### src/rtl/keypad_scanner.sv
// 4x4 matrix keypad scanner with whole-scan debounce and one-hot row/col key output.
// Optional auto-repeat of key_strobe while a key is held: define KEYPAD_REPEAT_EN.
module keypad_scanner #(
   parameter int SCAN_DIV           = 16,
   parameter int DEBOUNCE_SCANS     = 4,
   parameter int REPEAT_DELAY_SCANS = 32,
   parameter int REPEAT_RATE_SCANS  = 8
) (
   input  logic       clk,
   input  logic       rst,
   input  logic [3:0] col_in,
   output logic [3:0] row_drive,
   output logic [3:0] row,
   output logic [3:0] col,
   output logic       key_pressed,
   output logic       key_strobe
);

   // state      | meaning
   // S_IDLE     | no key held, waiting for a single-key scan
   // S_DEBOUNCE | candidate key seen, counting identical scans
   // S_PRESSED  | debounced key held, outputs valid
   // S_RELEASE  | candidate gone, counting empty scans before release
   typedef enum logic [1:0] {S_IDLE, S_DEBOUNCE, S_PRESSED, S_RELEASE} state_t;

   // All scan counters share one width sized for the largest scan count in use.
   localparam int LP_MAX_A = (DEBOUNCE_SCANS > REPEAT_DELAY_SCANS) ? DEBOUNCE_SCANS : REPEAT_DELAY_SCANS;
   localparam int LP_MAX   = (LP_MAX_A > REPEAT_RATE_SCANS) ? LP_MAX_A : REPEAT_RATE_SCANS;
   localparam int LP_CW    = $clog2(LP_MAX + 1);
   localparam int LP_TW    = $clog2(SCAN_DIV);
   localparam logic [LP_TW-1:0] LP_TMAX = LP_TW'(SCAN_DIV - 1);
   localparam logic [LP_CW-1:0] LP_DEB  = LP_CW'(DEBOUNCE_SCANS);
   localparam logic [LP_CW-1:0] LP_ONE  = LP_CW'(1);

   logic [3:0]       r_col_s1, r_col_s2;
   logic [3:0]       r_row_drive;
   logic [LP_TW-1:0] r_timer;
   logic [1:0]       r_idx;
   logic [11:0]      r_snap;
   state_t           r_state, w_state_nxt;
   logic [15:0]      r_cand, w_cand_nxt;
   logic [LP_CW-1:0] r_cnt, w_cnt_nxt, w_cnt_inc;
   logic [3:0]       r_row, r_col, w_row_nxt, w_col_nxt;
   logic             r_key_pressed, r_key_strobe, w_strobe_nxt, w_enter_press;

   logic        w_sample, w_scan_end, w_empty, w_single, w_hit;
   logic [15:0] w_snap_full;

   assign w_sample    = (r_timer == LP_TMAX);
   assign w_scan_end  = w_sample && (r_idx == 2'd3);
   // Row 3 is being sampled on the scan-end cycle, so it comes straight from the synchroniser.
   assign w_snap_full = {r_col_s2, r_snap};
   assign w_empty     = (w_snap_full == 16'd0);
   assign w_single    = !w_empty && ((w_snap_full & (w_snap_full - 16'd1)) == 16'd0);
   assign w_hit       = |(w_snap_full & r_cand);
   assign w_cnt_inc   = r_cnt + LP_ONE;

   always_ff @(posedge clk) begin
      if (rst) begin
         r_col_s1    <= '0;
         r_col_s2    <= '0;
         r_row_drive <= 4'b0001;
         r_timer     <= '0;
         r_idx       <= '0;
         r_snap      <= '0;
      end else begin
         r_col_s1 <= col_in;
         r_col_s2 <= r_col_s1;
         if (w_sample) begin
            r_timer     <= '0;
            r_idx       <= r_idx + 2'd1;
            r_row_drive <= {r_row_drive[2:0], r_row_drive[3]};
            case (r_idx)
               2'd0:    r_snap[3:0]  <= r_col_s2;
               2'd1:    r_snap[7:4]  <= r_col_s2;
               2'd2:    r_snap[11:8] <= r_col_s2;
               default: ;
            endcase
         end else begin
            r_timer <= r_timer + 1'b1;
         end
      end
   end

   always_comb begin
      w_state_nxt = r_state;
      w_cand_nxt  = r_cand;
      w_cnt_nxt   = r_cnt;
      if (w_scan_end) begin
         case (r_state)
            S_IDLE: begin
               if (w_single) begin
                  w_cand_nxt  = w_snap_full;
                  w_cnt_nxt   = LP_ONE;
                  w_state_nxt = (LP_ONE >= LP_DEB) ? S_PRESSED : S_DEBOUNCE;
               end
            end
            S_DEBOUNCE: begin
               if (w_snap_full == r_cand) begin
                  w_cnt_nxt = w_cnt_inc;
                  if (w_cnt_inc >= LP_DEB) w_state_nxt = S_PRESSED;
               end else if (w_single) begin
                  w_cand_nxt = w_snap_full;
                  w_cnt_nxt  = LP_ONE;
               end else begin
                  w_state_nxt = S_IDLE;
               end
            end
            S_PRESSED: begin
               if (!w_hit) begin
                  w_state_nxt = S_RELEASE;
                  w_cnt_nxt   = LP_ONE;
               end
            end
            default: begin
               if (w_hit) begin
                  w_state_nxt = S_PRESSED;
               end else if (w_empty) begin
                  w_cnt_nxt = w_cnt_inc;
                  if (w_cnt_inc >= LP_DEB) w_state_nxt = S_IDLE;
               end else begin
                  w_state_nxt = S_IDLE;
               end
            end
         endcase
      end
   end

   always_comb begin
      w_row_nxt = '0;
      w_col_nxt = '0;
      for (int r = 0; r < 4; r++) begin
         w_row_nxt[r] = |w_cand_nxt[r*4 +: 4];
         w_col_nxt    = w_col_nxt | w_cand_nxt[r*4 +: 4];
      end
   end

   // A RELEASE->PRESSED bounce is the same press, so only IDLE/DEBOUNCE entries strobe.
   assign w_enter_press = w_scan_end && (w_state_nxt == S_PRESSED) &&
                          ((r_state == S_IDLE) || (r_state == S_DEBOUNCE));

`ifdef KEYPAD_REPEAT_EN
   localparam logic [LP_CW-1:0] LP_DLY  = LP_CW'(REPEAT_DELAY_SCANS);
   localparam logic [LP_CW-1:0] LP_RATE = LP_CW'(REPEAT_RATE_SCANS);

   logic [LP_CW-1:0] r_rep;
   logic             w_rep_fire;

   assign w_rep_fire   = w_scan_end && (r_state == S_PRESSED) &&
                         (w_state_nxt == S_PRESSED) && (r_rep == LP_ONE);
   assign w_strobe_nxt = w_enter_press || w_rep_fire;

   always_ff @(posedge clk) begin
      if (rst) begin
         r_rep <= '0;
      end else if (w_scan_end) begin
         if (w_state_nxt != S_PRESSED)  r_rep <= '0;
         else if (r_state != S_PRESSED) r_rep <= LP_DLY;
         else if (r_rep == LP_ONE)      r_rep <= LP_RATE;
         else                           r_rep <= r_rep - LP_ONE;
      end
   end
`else
   assign w_strobe_nxt = w_enter_press;
`endif

   always_ff @(posedge clk) begin
      if (rst) begin
         r_state       <= S_IDLE;
         r_cand        <= '0;
         r_cnt         <= '0;
         r_row         <= '0;
         r_col         <= '0;
         r_key_pressed <= 1'b0;
         r_key_strobe  <= 1'b0;
      end else begin
         r_state      <= w_state_nxt;
         r_cand       <= w_cand_nxt;
         r_cnt        <= w_cnt_nxt;
         r_key_strobe <= w_strobe_nxt;
         if (w_scan_end) begin
            if (w_state_nxt == S_PRESSED) begin
               r_row         <= w_row_nxt;
               r_col         <= w_col_nxt;
               r_key_pressed <= 1'b1;
            end else if (w_state_nxt == S_IDLE) begin
               r_row         <= '0;
               r_col         <= '0;
               r_key_pressed <= 1'b0;
            end
         end
      end
   end

   assign row_drive   = r_row_drive;
   assign row         = r_row;
   assign col         = r_col;
   assign key_pressed = r_key_pressed;
   assign key_strobe  = r_key_strobe;

endmodule

### config.mk
export PLATFORM = sky130hd
export DESIGN_NAME = keypad_scanner
export DESIGN_NICKNAME = d
export VERILOG_FILES = /design/src/rtl/keypad_scanner.sv
export SDC_FILE = /design/constraint.sdc
export NUM_CORES = 1
export LEC_CHECK = 0
export BUFFER_PORTS_ARGS = -buffer_cell sky130_fd_sc_hd__buf_2
export CAP_MARGIN = 10
export CORE_MARGIN = 2
export CORE_UTILIZATION = 62
export CTS_CLUSTER_DIAMETER = 30
export CTS_CLUSTER_SIZE = 20
export DETAILED_ROUTE_END_ITERATION = 12
export GPL_TIMING_DRIVEN = 0
export PLACE_DENSITY = 0.92
export SYNTH_ARGS = -nofsm -noshare
export SYNTH_HDL_FRONTEND = slang
export SYNTH_SLANG_ARGS = --single-unit
### constraint.sdc
create_clock -name clk -period 5.6 [get_ports clk]
set_clock_uncertainty 0.2 [all_clocks]
set_input_delay 0.28 -clock clk [delete_from_list [all_inputs] [get_ports clk]]
set_output_delay 0.28 -clock clk [all_outputs]
set_load 0.01 [all_outputs]
Word level (Yosys, flattened, before mapping) --
Index checks and enable logic that the tools add are counted.
Cells by class: multiply operators 0, div/mod/pow operators 0, eq/ne operators 10, magnitude comparators 1, reduce and logical (&&, ||, !) cells 24, add/sub/neg operators 4, bitwise gates (word level) 5, muxes and demuxes 25, shifts and indexed selects 0
Operators by type and width (number):
- $mux 16 | 3
- $and 16x16->16 | 2
- $logic_not 16->1 | 2
- $pmux 16 s2 | 1
- $mux 6 | 5
- $mux 2 | 9
- $pmux 6 s3 | 1
- $eq 16x16->1 | 1
- $reduce_or 16->1 | 1
- $reduce_or 4->1 | 4
- $sub 16x1->16 const B | 1
- $mux 4 | 3
- $or 4x4->4 | 3
- $eq 2x2->1 const B | 4
- $reduce_and 2->1 | 4
- $add 6x1->6 const B | 1
- $ge 6x3->1 const B | 1
- $logic_not 2->1 | 3
- $pmux 2 s3 | 1
- $add 4x1->4 const B | 1
- $eq 2x1->1 const B | 2
- $eq 4x4->1 const B | 1
- $logic_and 1x1->1 | 4
- $reduce_and 4->1 | 1
- 9 further kinds | 10
Storage, ports and cells: output and inout port bits 14, memory bits (writable) 0, memories 0, flip-flop bits (word level) 64, memory bits (read-only) 0, word-level logic and storage cells 84, latch bits 0

Depth between registers and ports, before layout --
depth in word-level cells 12, gate-level depth with buffers 10

Least setup slack after synthesis --
OpenSTA, ideal clock, no wires.
path type reg2reg, start register r_snap[11], end register r_row[3] (netlist: row[3]), path buffers 2, arrival 2847 ps, data required time 5315 ps, slack 2468 ps, stages on the path, launching flop included 10, cell sequence dfxtp_1 clkbuf_1 or4_1 or3_1 maj3_2 or4_4 nor4_4 buf_4 a22oi_1 o31ai_2
On the way: longest elaborated chain between the ends 11
Ends and longest elaborated chain:
- from (decl) | RTL line 39 | logic [11:0] r_snap;
- from (signal assigned) | RTL line 76 | 2'd2: r_snap[11:8] <= r_col_s2;
- $sub 16x1->16 | RTL line 54 | assign w_single = !w_empty && ((w_snap_full & (w_snap_full - 16'd1)) == 16'd0);
- $and 16x16->16 | RTL line 54
- $logic_not 16->1 | RTL line 54
- $logic_and 1x1->1 | RTL line 54
- $mux 2 | RTL line 102 | end else if (w_single) begin
- $mux 2 | RTL line 99 | if (w_snap_full == r_cand) begin
- $pmux 2 s3 | RTL line 90 | case (r_state)
- $mux 2 | RTL line 89 | if (w_scan_end) begin
- $eq 2x2->1 or $logic_not 2->1 (tied branches) | RTL line 182, 186
- $reduce_bool 2->1 (no line)
- $reduce_and 2->1 (no line)
- to (signal assigned) | RTL line 183 | r_row <= w_row_nxt;
- to (decl) | RTL line 43 | logic [3:0] r_row, r_col, w_row_nxt, w_col_nxt;
Parallel ways exist; a longest one is shown, timed or not. A chain may end at the register's enable or synchronous reset.

Worst setup path after layout --
start register r_snap[8], end register r_row[3] (netlist: row[3])
The elaborated chain is that of the path after synthesis.

==> impl_metrics.yaml <==
status:
  outcome: "finished, final reports clean"
drt:
  drc_errors: 0
  routed_wl_um: 9030
  antenna_left: 0
  vias: 3454
  drt_iter0_drc: 364
  avgRoutedWirePerCell_um: 17.5
  dr.pass1.iters: 5
  via_per_inst: 6.68
final_layout:
  final_cell_mix: "dfxtp_1 (64), nand2_1 (35), nor2_1 (34), a21oi_1 (28)"
  design_area_mm2: 0.00385
  top_register: "r_cand"
  reg_top3: "r_cand (16), r_snap (12), r_cnt (6)"
  stdcell_count: 517
  num-nets-final: 474
  syn2layout_area_growth_pct: 12.0
  drive_gt1_share_pct: 10.6
  largest_register_ff_count: 16
  diodes: 0
  final_common_cell: "dfxtp_1"
clock_tree:
  clkLatencyLatePin_ns: 0.35
  cts-root-buf: "clkbuf_8"
  numCtsBuffers: 9
  cts_tree: "yes"
  clock_path_buffers: 2
  htreeDepth: 3
  clk_pin_slew_ns: 0.07
  clock_sinks: 64
  cts_setup_buffers: 0
  cts_hold_buf: 4
  ctsResizeCount: 0
timing:
  hold_viol_final: 0
  holdWs_ns: 0.245
  setup_violations: 0
  fin_crit_ns: 3.64
  post-route-period-util_pct: 64.9
  worst_pin_slew_ns: 0.790
  fmax_ghz: 0.275
  setup_tns_ns: 0
  relSlewSlack_pct: 46.8
  drv_slew: 0
  rsz0062_at_grt: "false"
yosys:
  ys_warn_count: 0
  synth_mux_area_share_pct: 0
  synth_top_family_by_area: "simple AND/OR/NAND/NOR gates"
  ys_seq_area_share_pct: 37.2
  synth_compound_area_share_pct: 20.1
  ys_ff_latch: 64
  netlist_area_mm2: 0.00344
  postSynthCellCount: 407
  yosysUniqueCellTypes: 52
  yosys.area_share.simple_pct: 27.8
  yosys.area_share.xor_xnor_pct: 0.509
  syn_avg_cell_area_um2: 8.46
  yosys.area_share.adder_pct: 10.4
  ys_async_sr_fraction_pct: 0
  synth_top_flop_cell: "dfxtp_1"
  syn_nets: 440
  synth_edf_count: 0
floorplanning:
  start_util_pct: 63.3
  num_io_pins: 20
  coreArea_mm2: 0.00544
  row_count: 27
  die_height_um: 78.5
  die-area_mm2: 0.00617
  die_w_um: 78.5
placed_design:
  io_buffer_count: 19
  dp_hpwl_um: 6440
  place_area_mm2: 0.00363
  placed_cells: 498
  routabilityCongestion: 0.989
worst_setup_path:
  cp-start-kind: "flip-flop"
  reg2reg_to: "row[3]"
  critical_path_class: "reg2reg"
  rr_worst_depth: 9
  r2r_setup_slack_ns: 1.96
  r2r_start: "r_snap[8]"
  worstPathMaxFanout: 10
  critical_path_arrival_ns: 3.66
  cp-end-kind: "flip-flop"
  crit_required_ns: 5.63
pwr:
  power.density_mw_per_mm2: 232
  power_mw: 0.894
  worst_ir_drop_vdd_mv: 0.172
  p_leak_nw: 1.58
worst_hold_path:
  hold_start: "r_col_s1[0]"
  worstHoldEndpoint: "r_col_s2[0]"
  hold_path_class: "reg2reg"
  hold_depth: 1
global_route:
  grt_pass1_vias: 3069
  grt_pass1_wl_um: 14500
  grt-ovfl-total: 0
  grtUsageTotal_pct: 30.3
  grt_max_degree: 11
  antenna_found_initial: 0
flow_run:
  maxCapViolations: 0
-- per-layer routing --
metal  vias to the layer above  GRT usage [%]  wire, um
li1                       1608              -         -
met1                      1632           39.0      3850
met2                       182           48.4      4280
met3                        32           5.98       670
met4                         0           14.9       231
met5                         -              0         0
-- worst max path at each step --
stage                     depth (start not counted)        from  endpoint
final                                             9   r_snap[8]    row[3]
after global routing                              8   r_snap[4]    row[3]
after CTS                                         9   r_snap[8]    row[3]
after detailed placement                          9  r_snap[11]    row[3]
after global placement                            9  r_snap[11]    row[3]
after floorplan                                   9  r_snap[11]    row[3]
-- per-stage QoR --
| step | util (%) | setup slack (ns) |
|---|---|---|
| floorplan | - | 2.47 |
| global placement | 66.7 | 2.05 |
| detailed placement | 66.7 | 2.03 |
| CTS | 70.9 | 2.01 |
| global route | 70.9 | 1.78 |
| finish | 70.9 | 1.96 |
-- critical path, stage by stage, from the launching register on --
cell	delay, ns
dfxtp_1	0.32
clkbuf_1	0.21
or4_1	0.57
or3_1	0.34
maj3_2	0.33
nor4_2	0.46
nand4_1	0.37
clkbuf_1	0.33
a22oi_1	0.29
o31ai_2	0.08
-- synth_stat cells, types with 9 or more instances --
library cell / instances / share of area, %
nor2b_1: 11 / 2.0
clkbuf_1: 23 / 2.5
inv_1: 9 / 0.98
nor4_1: 12 / 2.2
nor2_1: 34 / 3.7
ha_1: 27 / 9.8
dfxtp_1: 64 / 37
or4_1: 19 / 4.1
a21oi_1: 28 / 4.1
nand2_1: 35 / 3.8
a22oi_1: 23 / 5.0
nor3_1: 15 / 2.2
nand3_1: 27 / 3.9
-- where the power goes --
part | total [mW] | internal, mW | switching [mW]
Clock | 0.384 | 0.213 | 0.171
Combinational | 0.0465 | 0.0169 | 0.0296
Sequential | 0.464 | 0.460 | 0.00381
Total | 0.894 | 0.689 | 0.204
-- cells by family (layout without fill, tap and decap cells) --
family / count (synthesis) / in the layout
AO/OA/AOI/OAI: 99 / 99
adder cells (fa/ha/maj): 29 / 29
AND/OR/NAND/NOR: 178 / 178
flip-flops: 64 / 64
XOR/XNOR: 2 / 2
buffers and inverters: 35 / 73
-- cell type report --
class	count	area, um2
multi-input cells	308	2020
repair buffers	23	135
plain buffers	26	104
well taps	72	90.1
inverters	9	33.8
clock buffers	11	141
fillers	428	1580
flip-flops and latches	64	1280
clock inverters	4	45.0
No activity file was read; power rests on OpenSTA's default activity.
